### src/rtl/seg7_pkg.sv
// Shared definitions for the 7-segment scan display.
//   SEG_BLANK  : segment pattern with every segment (and dp) off
//   ANODE_OFF  : level that disables one common-anode digit
//   ANODE_ON   : level that enables one common-anode digit
//   hex_to_seg : 4-bit value -> active-low {g,f,e,d,c,b,a}
package seg7_pkg;

  localparam logic [7:0] SEG_BLANK = 8'hFF;
  localparam logic       ANODE_OFF = 1'b1;
  localparam logic       ANODE_ON  = 1'b0;

  function automatic logic [6:0] hex_to_seg(input logic [3:0] nibble);
    logic [6:0] seg;
    unique case (nibble)
      4'h0: seg = 7'h40;
      4'h1: seg = 7'h79;
      4'h2: seg = 7'h24;
      4'h3: seg = 7'h30;
      4'h4: seg = 7'h19;
      4'h5: seg = 7'h12;
      4'h6: seg = 7'h02;
      4'h7: seg = 7'h78;
      4'h8: seg = 7'h00;
      4'h9: seg = 7'h10;
      4'hA: seg = 7'h08;
      4'hB: seg = 7'h03;
      4'hC: seg = 7'h46;
      4'hD: seg = 7'h21;
      4'hE: seg = 7'h06;
      4'hF: seg = 7'h0E;
    endcase
    return seg;
  endfunction

endpackage

### src/rtl/seg7_scan_display_if.sv
// Bus bundle between debug taps and the scan display driver.
//   ch_data    : NUM_CH packed hex words, channel c at [c*CH_W +: CH_W]
//   ch_sel     : channel select (out-of-range values show channel 0)
//   freeze     : hold current snapshot
//   blank_lz   : blank leading zero digits
//   anode      : active-low digit enables
//   segment    : active-low {dp,g,f,e,d,c,b,a}
//   frame_tick : one-cycle pulse when a new snapshot is taken
// master = source of channels/controls (debug side), slave = display driver.
interface seg7_scan_display_if #(
  parameter int unsigned NUM_DIGITS = 4,
  parameter int unsigned NUM_CH     = 4
);
  localparam int unsigned CH_W  = 4 * NUM_DIGITS;
  localparam int unsigned SEL_W = (NUM_CH > 1) ? $clog2(NUM_CH) : 1;

  logic [NUM_CH*CH_W-1:0] ch_data;
  logic [SEL_W-1:0]       ch_sel;
  logic                   freeze;
  logic                   blank_lz;
  logic [NUM_DIGITS-1:0]  anode;
  logic [7:0]             segment;
  logic                   frame_tick;

  modport master (
    output ch_data, ch_sel, freeze, blank_lz,
    input  anode, segment, frame_tick
  );

  modport slave (
    input  ch_data, ch_sel, freeze, blank_lz,
    output anode, segment, frame_tick
  );

endinterface

### src/rtl/seg7_hex_decode.sv
// Combinational hex-to-7-segment decoder.
//   nibble_i : 4-bit value
//   seg_o    : active-low {g,f,e,d,c,b,a}
module seg7_hex_decode
  import seg7_pkg::*;
(
  input  logic [3:0] nibble_i,
  output logic [6:0] seg_o
);

  assign seg_o = hex_to_seg(nibble_i);

endmodule

### src/rtl/seg7_scan_display.sv
// Multiplexed common-anode 7-segment display driver.
// Scans NUM_DIGITS digits showing a frame-coherent snapshot of one of NUM_CH hex words.
// Ports:
//   clock   : system clock, rising edge
//   reset_n : asynchronous active-low reset
//   bus_io  : slave side of seg7_scan_display_if (channels/controls in, anode/segment/tick out)
// Outputs trail the prescaler/digit counter by exactly two clocks; anode and segment are
// registered in the same stage so they never refer to different digits.
module seg7_scan_display
  import seg7_pkg::*;
#(
  parameter int unsigned NUM_DIGITS = 4,
  parameter int unsigned NUM_CH     = 4,
  parameter int unsigned SCAN_DIV_W = 14,
  parameter int unsigned GUARD      = 4
) (
  input  logic                clock,
  input  logic                reset_n,
  seg7_scan_display_if.slave  bus_io
);

  localparam int unsigned CH_W  = 4 * NUM_DIGITS;
  localparam int unsigned SEL_W = (NUM_CH > 1) ? $clog2(NUM_CH) : 1;
  localparam int unsigned DIG_W = (NUM_DIGITS > 1) ? $clog2(NUM_DIGITS) : 1;

  localparam logic [SCAN_DIV_W-1:0] PRESC_TC   = '1;
  localparam logic [SCAN_DIV_W-1:0] GUARD_CNT  = SCAN_DIV_W'(GUARD);
  localparam logic [DIG_W-1:0]      LAST_DIGIT = DIG_W'(NUM_DIGITS - 1);

  // Scan state
  logic [SCAN_DIV_W-1:0] presc_q, presc_d;
  logic [DIG_W-1:0]      digit_q, digit_d;
  logic [CH_W-1:0]       snap_q, snap_d;
  logic                  frame_tick_q, frame_tick_d;

  // Pipeline stage 1
  logic [DIG_W-1:0]      s1_digit_q;
  logic [3:0]            s1_nibble_q;
  logic                  s1_blank_q;
  logic                  s1_guard_q;
  logic                  s1_freeze_q;

  // Pipeline stage 2 (outputs)
  logic [NUM_DIGITS-1:0] anode_q, anode_d;
  logic [7:0]            segment_q, segment_d;

  logic                  tc;
  logic                  frame_end;
  logic [CH_W-1:0]       ch_word;
  logic [NUM_DIGITS-1:0] zero_from;
  logic [3:0]            cur_nibble;
  logic                  cur_blank;
  logic [6:0]            dec_seg;

  // Channel mux; out-of-range selects fall back to channel 0.
  always_comb begin
    ch_word = bus_io.ch_data[CH_W-1:0];
    for (int c = 1; c < int'(NUM_CH); c++) begin
      if (bus_io.ch_sel == SEL_W'(c)) begin
        ch_word = bus_io.ch_data[c*CH_W +: CH_W];
      end
    end
  end

  assign tc        = (presc_q == PRESC_TC);
  assign frame_end = tc && (digit_q == LAST_DIGIT);

  always_comb begin
    presc_d      = presc_q + SCAN_DIV_W'(1);
    digit_d      = digit_q;
    if (tc) begin
      digit_d = (digit_q == LAST_DIGIT) ? '0 : digit_q + DIG_W'(1);
    end
    // Snapshot only at frame end so a frame is never torn by ch_sel/ch_data changes.
    frame_tick_d = frame_end && !bus_io.freeze;
    snap_d       = frame_tick_d ? ch_word : snap_q;
  end

  // zero_from[k] = nibbles k..NUM_DIGITS-1 of the snapshot are all zero.
  always_comb begin
    zero_from                 = '0;
    zero_from[NUM_DIGITS-1]   = (snap_q[CH_W-1 -: 4] == 4'h0);
    for (int k = int'(NUM_DIGITS) - 2; k >= 0; k--) begin
      zero_from[k] = zero_from[k+1] && (snap_q[4*k +: 4] == 4'h0);
    end
  end

  assign cur_nibble = snap_q[4*int'(digit_q) +: 4];
  // Digit 0 is never blanked, so a zero value still shows a single "0".
  assign cur_blank  = bus_io.blank_lz && (digit_q != '0) && zero_from[digit_q];

  seg7_hex_decode u_hex_decode (
    .nibble_i (s1_nibble_q),
    .seg_o    (dec_seg)
  );

  always_comb begin
    anode_d = {NUM_DIGITS{ANODE_OFF}};
    if (!s1_guard_q) begin
      anode_d[s1_digit_q] = ANODE_ON;
    end
    if (s1_blank_q) begin
      segment_d = SEG_BLANK;
    end else begin
      segment_d = {~(s1_freeze_q && (s1_digit_q == '0)), dec_seg};
    end
  end

  always_ff @(posedge clock or negedge reset_n) begin
    if (!reset_n) begin
      presc_q      <= '0;
      digit_q      <= '0;
      snap_q       <= '0;
      frame_tick_q <= 1'b0;
      s1_digit_q   <= '0;
      s1_nibble_q  <= '0;
      s1_blank_q   <= 1'b0;
      s1_guard_q   <= 1'b1;
      s1_freeze_q  <= 1'b0;
      anode_q      <= {NUM_DIGITS{ANODE_OFF}};
      segment_q    <= SEG_BLANK;
    end else begin
      presc_q      <= presc_d;
      digit_q      <= digit_d;
      snap_q       <= snap_d;
      frame_tick_q <= frame_tick_d;
      s1_digit_q   <= digit_q;
      s1_nibble_q  <= cur_nibble;
      s1_blank_q   <= cur_blank;
      s1_guard_q   <= (presc_q < GUARD_CNT);
      s1_freeze_q  <= bus_io.freeze;
      anode_q      <= anode_d;
      segment_q    <= segment_d;
    end
  end

  assign bus_io.anode      = anode_q;
  assign bus_io.segment    = segment_q;
  assign bus_io.frame_tick = frame_tick_q;

endmodule

### src/flat_wrapper.sv
// flat-port wrapper written by rule: the top's interface ports become plain ports
module seg7_scan_display_flat import seg7_pkg::*;
#(
  parameter int unsigned NUM_DIGITS = 4,
  parameter int unsigned NUM_CH     = 4,
  parameter int unsigned SCAN_DIV_W = 14,
  parameter int unsigned GUARD      = 4
)
  (clock, reset_n, bus_io_ch_data, bus_io_ch_sel, bus_io_freeze, bus_io_blank_lz, bus_io_anode, bus_io_segment, bus_io_frame_tick);
  seg7_scan_display_if #(.NUM_DIGITS(NUM_DIGITS), .NUM_CH(NUM_CH)) bus_io_i ();
  input  logic clock;
  input  logic reset_n;
  input wire logic [$bits(bus_io_i.ch_data)-1:0] bus_io_ch_data;
  input wire logic [$bits(bus_io_i.ch_sel)-1:0] bus_io_ch_sel;
  input wire logic [$bits(bus_io_i.freeze)-1:0] bus_io_freeze;
  input wire logic [$bits(bus_io_i.blank_lz)-1:0] bus_io_blank_lz;
  output wire logic [$bits(bus_io_i.anode)-1:0] bus_io_anode;
  output wire logic [$bits(bus_io_i.segment)-1:0] bus_io_segment;
  output wire logic [$bits(bus_io_i.frame_tick)-1:0] bus_io_frame_tick;
  assign bus_io_i.ch_data = bus_io_ch_data;
  assign bus_io_i.ch_sel = bus_io_ch_sel;
  assign bus_io_i.freeze = bus_io_freeze;
  assign bus_io_i.blank_lz = bus_io_blank_lz;
  assign bus_io_anode = bus_io_i.anode;
  assign bus_io_segment = bus_io_i.segment;
  assign bus_io_frame_tick = bus_io_i.frame_tick;
  seg7_scan_display #(.NUM_DIGITS(NUM_DIGITS), .NUM_CH(NUM_CH), .SCAN_DIV_W(SCAN_DIV_W), .GUARD(GUARD)) u_core (.clock(clock), .reset_n(reset_n), .bus_io(bus_io_i));
endmodule
### config.mk
export PLATFORM = sky130hd
export DESIGN_NAME = seg7_scan_display_flat
export DESIGN_NICKNAME = d
export VERILOG_FILES = /design/src/rtl/seg7_pkg.sv /design/src/rtl/seg7_scan_display_if.sv /design/src/rtl/seg7_hex_decode.sv /design/src/rtl/seg7_scan_display.sv /design/src/flat_wrapper.sv
export SDC_FILE = /design/constraint.sdc
export NUM_CORES = 1
export LEC_CHECK = 0
export ABC_AREA = 1
export BUFFER_PORTS_ARGS = -buffer_cell sky130_fd_sc_hd__buf_2
export CAP_MARGIN = 25
export CORE_MARGIN = 3
export CORE_UTILIZATION = 48
export DETAILED_ROUTE_END_ITERATION = 12
export PLACE_DENSITY = 0.76
export SYNTH_ARGS = -nofsm -noshare
export SYNTH_HDL_FRONTEND = slang
export SYNTH_HIERARCHICAL = 1
export SYNTH_SLANG_ARGS = --single-unit
export TNS_END_PERCENT = 10
### constraint.sdc
create_clock -name clock -period 1.35 [get_ports clock]
set_input_delay 0.135 -clock clock [delete_from_list [all_inputs] [get_ports clock]]
set_output_delay 0.135 -clock clock [all_outputs]
set_load 0.05 [all_outputs]
# Yosys cells after proc, flatten, opt, wreduce, memory -nomap -nowiden
# Memory sizes are Yosys's and may differ from the RTL's.
# Index checks and enable logic that the tools add are counted.
# word_totals
regBits,54
rom_bits,112
in_bits,70
output_inout_bits,13
word_cells,52
mem_count,1
# memory_table
memory,words,word_bits,rd,rd_ports_with_merged_regs,write_ports,line_no,text
(name not given),16,7,1,0,0,seg7_pkg.sv:14,unique case (nibble)
# op_classes
addsub,2
n_lt_le_gt_ge,4
eq_ne,5
shifts,1
n_mux,10
n_bitwise,2
n_reduce_logical,16
# ops
operator,n
two-way mux 16 bit,3
zero test 4 bit,4
indexed part select 16 x 5 -> 4 bit,1
"adder 14 x 1 -> 14 bit, second input constant",1
"equality test 14 bit, second input constant",1
"less-than comparator 14 x 3 -> 1 bit, second input constant",1
logical AND 1 bit,9
two-way mux 8 bit,1
"equality test 2 bit, second input constant",3
"less-than comparator 2 x 3 -> 1 bit, second input constant",2
two-way mux 4 bit,1
inverter 4 bit,1
"adder 2 x 1 -> 2 bit, second input constant",1
binary-select mux 1 bit (select 2 bit),1
demux 1 bit (select 2 bit),1
"equality test 2 x 1 -> 1 bit, second input constant",1
">= comparator 2 x 1 -> 1 bit, second input constant",1
zero test 2 bit,1
two-way mux 1 bit,2
two-way mux 2 bit,1
nonzero test 2 bit,1
zero test 1 bit,1
inverter 1 bit,1

# Logic depth before layout (Yosys ltp)
# depth
depth_word,7
ltp_mapped,9
depth_no_buf,8

# By module
# The synthesis kept the hierarchy.
# by_module_without_submodules
mod,n_inst,cells_each,area_per_inst_um2,seq_area_each_um2
seg7_scan_display,1,367,2907.8,1367.6
seg7_hex_decode,1,49,274.0,0.0

# Worst setup path after synthesis
# OpenSTA, ideal clock, no wires.
# synth_path
path_type,register to register
start,register u_core.digit_q[0]
end,register u_core.s1_blank_q
setup_time_ps,63
arrival_ps,1415
t_required_ps,1287
slack_ps,-128
path_stages_with_launch,10
n_path_buf,2
period_less_slack_ps,1478
path_cell_list,dfrtp_1 -> clkbuf_1 -> inv_1 -> buf_2 -> ha_1 -> nor2_1 -> nand4_1 -> a21oi_1 -> nand2_1 -> inv_1
# synth_between
elab_chain_cells,3
word_cells_on_any_way,5
cone_classes,2 x mux; 3 x reduce/logical
# synth_lines
element,line_no,text
from (decl),seg7_scan_display.sv:32,"logic [DIG_W-1:0] digit_q, digit_d;"
from (signal assigned),seg7_scan_display.sv:124,digit_q <= digit_d;
binary-select mux 1 bit (select 2 bit) / nonzero test 2 bit (equally long branches),seg7_scan_display.sv:90,assign cur_blank = bus_io.blank_lz && (digit_q != '0) && zero_from[digit_q];
two-way mux 1 bit (implied by the code) / logical AND 1 bit (equally long branches),seg7_scan_display.sv:90,
logical AND 1 bit (*),seg7_scan_display.sv:90,
named net u_core.cur_blank,seg7_scan_display.sv:52,logic cur_blank;
to (signal assigned),seg7_scan_display.sv:129,s1_blank_q <= cur_blank;
to (decl),seg7_scan_display.sv:39,logic s1_blank_q;
# The timed path passes the listed nets; every way through them passes the cells marked *. The select of a mux whose other input is x is not followed.
# A chain may end at the register's enable or synchronous reset.

# Worst setup path after layout
# layout_path
start,register u_core.presc_q[0]
end,register u_core.snap_q[15]
# layout_between
elab_chain_cells,3
# layout_lines
element,line_no,text
from (decl),seg7_scan_display.sv:31,"logic [SCAN_DIV_W-1:0] presc_q, presc_d;"
from (signal assigned),seg7_scan_display.sv:123,presc_q <= presc_d;
equality test 14 bit,seg7_scan_display.sv:65,assign tc = (presc_q == PRESC_TC);
logical AND 1 bit,seg7_scan_display.sv:66,assign frame_end = tc && (digit_q == LAST_DIGIT);
logical AND 1 bit,seg7_scan_display.sv:75,frame_tick_d = frame_end && !bus_io.freeze;
to (signal assigned),seg7_scan_display.sv:125,snap_q <= snap_d;
to (decl),seg7_scan_display.sv:33,"logic [CH_W-1:0] snap_q, snap_d;"
# Every way passes these cells.

==> metrics.md <==
| Metric | Value |
|---|---|
| PwrDens | `just over 900 nW/µm²` |
| Top-level port count | `slightly above 80` |
| Global-route wire length before repair | `between 10000 and 15000 µm` |
| Most numerous cell in the Yosys netlist | `nand2_1` |
| Met2 WL | `3470 µm` |
| Setup TNS | `-1.67 ns` |
| Total clock buffers created by CTS | `5` |
| Startpoint types | `register` |
| Rows | `29` |
| Unrepaired setup endpoints after global routing | `yes` |
| Top layer reached by signal wires | `met4` |
| Pleak | `approximately 0.0021 µW` |
| Detailed Routing Iterations Pass 1 | `6` |
| CP max stage cell | `dfrtp_1` |
| Gpl congestion | `approximately 0.88` |
| WS Path Type | `register to register` |
| Yosys reg bits | `54` |
| DRC Markers | `0` |
| Length of routed met3 wiring | `459 µm` |
| Final hold violation count | `0` |
| H-tree levels | `2` |
| Design Power | `roughly 3700 µW` |
| Layout cells sized above 1 | `0.328` |
| Final worst slack | `-0.121 ns` |
| WP buf/inv | `1` |
| Total number of yosys warnings | `6` |
| Largest fanout on the critical path | `8` |
| Hpwl dp | `~5300 µm` |
| Post-synthesis cell count | `about 420` |
| Die Wd | `between 80 and 90 µm` |
| Pins Over Slew Limit | `0` |
| Gr ovfl total | `0` |
| Top_reg_cell synth | `dfrtp_1` |
| WP data arrival | `1.67 ns` |
| Tmin final | `1.47 ns` |
| Crit path max-delay family | `simple AND/OR/NAND/NOR gates` |
| Vias/cell | `approximately 5.0` |
| Remaining antenna violation count | `0` |
| CTS max path bufs | `2` |
| Routed WL | `approximately 7000 µm` |
| Yosys top cell by area | `dfrtp_1` |
| CTS sink count | `54` |
| Syn Area/Cell | `around 7.6 µm²` |
| Top cells by area, synth | `dfrtp_1 32%, nand2_1 16%, nand3_1 11%` |
| Seq/Total Area, Yosys | `0.430` |
| Slowest stage delay, CP | `~0.37 ns` |
| Final worst-path cycle share | `1.09` |
| # port buffers | `82` |
| Share of the synthesized area in the top cell type | `0.322` |
| Synthesized cell area | `roughly 3200 µm²` |
| Relative slew slack | `0.760` |
| Top cells by count, synth | `135 x nand2_1, 71 x nand3_1, 41 x dfrtp_1` |
| WL met1 | `between 3000 and 4000 µm` |
| Via Count | `around 3000` |
| Maximum vdd drop | `approximately 790 µV` |
| Post-Syn Nets | `roughly 500` |
| Final core area utilization | `0.631` |
| GRT Util Overall | `0.189` |
| # nets final | `600` |
| Max-cap violations | `0` |
| Vias in the first global route | `2834` |
| Root Buffer | `clkbuf_8` |
| Maximum clock frequency | `between 600 and 700 MHz` |
| Failing checks | `setup timing` |
| Worst skew pair latency | `roughly 0.30 ns` |
| Post-synth EDFFs | `0` |
| Initial Util | `0.498` |
| Layout area overhead | `26.7%` |
| DRT iter0 DRCs | `150` |
| Post-DR wirelength/cell | `around 12 µm` |
| Worst-Margin Slew | `approximately 0.36 ns` |
| Fill count | `about 570` |
| CTS tree | `done` |
| Die area | `7640 µm²` |
| WHS | `around 0.12 ns` |
| Pin count of the biggest net entering global routing | `32` |
| Reg clk slew, reported paths | `0.10 ns` |
| Core ar. | `~6400 µm²` |
| Die Height | `approximately 87 µm` |
| Ant. Diodes | `0` |
| HP Class | `input pin to register` |
| Worst Skew | `about 0.0058 ns` |
| Synth cell types | `30` |
| Outcome | `finished, violations left` |
| Initial antenna violation count | `0` |
| CP endpoint kind | `register` |
| Post-synth ARST share | `1.00` |
| Setup violators final | `19` |
| WP data required | `between 1.5 and 2 ns` |
| Critical path cell sequence | `ha_2 > nand3_2 > nor2_4 > inv_2 > nor2_4 > nand3_4 > nand2_1 > nand2_1` |
-- cell families after synthesis --
family,synth area share
adder cells (fa/ha/maj),0.0393
AND/OR/NAND/NOR,0.394
buffers and inverters,0.0743
AO/OA/AOI/OAI,0.0350
flip-flops,0.430
XOR/XNOR,0.0275
-- power by group --
part           total [µW]  leakage (µW)  switching, µW  internal (µW)
registers            1780      0.000671           58.5           1720
clock network        1310     0.0000714            517            791
logic                 662       0.00138            395            268
-- routing by layer --
layer / track usage / vias up
met4: 0.0502 / 0
li1: - / 1526
met5: 0 / -
met2: 0.335 / 115
met1: 0.243 / 1348
met3: 0.0227 / 8
-- registers in the layout, summed over array words and instances (netlist names), 2 cells and up --
signal and cells:
u_core/bus_io.anode 4, u_core/digit_q 2, u_core/s1_digit_q 2, u_core/s1_nibble_q 4, u_core/presc_q 14, u_core/snap_q 16, u_core/bus_io.segment 8
-- what timing repair did --
action / 4_1_cts / 5_1_grt
setup endpoints to repair: 20 / 28
setup buffers: 0 / 1
pin swaps: 0 / 3
gates resized for setup: 2 / 14
hold endpoints to repair: 33 / 0
hold buffers: 2 / 0
gates cloned: 0 / 2
-- worst paths after layout --
kind	start	end	slack, ns	cells past startpoint
max reg2reg	u_core/presc_q[0]	u_core/snap_q[15]	-0.12	8
min reg2reg	u_core/s1_freeze_q	u_core/bus_io.segment[7]	0.43	1
max in group asynchronous	reset_n	u_core/s1_guard_q	0.60	3
max	u_core/presc_q[0]	u_core/snap_q[15]	-0.12	8
min	bus_io_ch_data[59]	u_core/snap_q[11]	0.12	5
min in group asynchronous	reset_n	u_core/bus_io.segment[7]	0.48	2
-- layout by cell type, fill, tap and decap left out, drive strengths merged --
master       Yosys  layout
nand3           74      75
dfrtp           41      41
o22ai            2       2
or2             23      23
clkbuf           2       6
xor2            10      10
nor2            22      23
o21ai           15      15
inv             39      39
dlygate4sd3      0       2
a21oi            4       4
nor3             6       6
nand2          136     136
bufinv           0       2
ha              10      10
dfstp           13      13
buf             13     108
nand4            6       6
-- through the flow --
stage                     instances  setup slack, ns  instance area [µm²]
final                           598           -0.121                 4030
after CTS                       595           -0.106                 3960
after floorplan                 416          -0.0854                 3180
after detailed placement        585          -0.0799                 3800
after global routing            598           -0.226                 4030
after global placement          585          -0.0115                 3800
-- area by class of cell --
class                   instances  area (µm²)  area share
flip-flops and latches         54        1370       0.339
multi-input cells             310        1640       0.406
clock buffers                   6        82.6      0.0205
well taps                      77        96.3      0.0239
repair buffers                110         638       0.158
inverters                      39         149      0.0369
clock inverters                 2        60.1      0.0149
-- worst register-to-register path, delay by kind of cell (launching register included) --
family | cells | cell delay, ns
AND/OR/NAND/NOR | 6 | 0.74
flip-flops | 1 | 0.37
buffers and inverters | 1 | 0.07
adder cells (fa/ha/maj) | 1 | 0.20
Note: power is estimated with default switching activity, not from simulation.
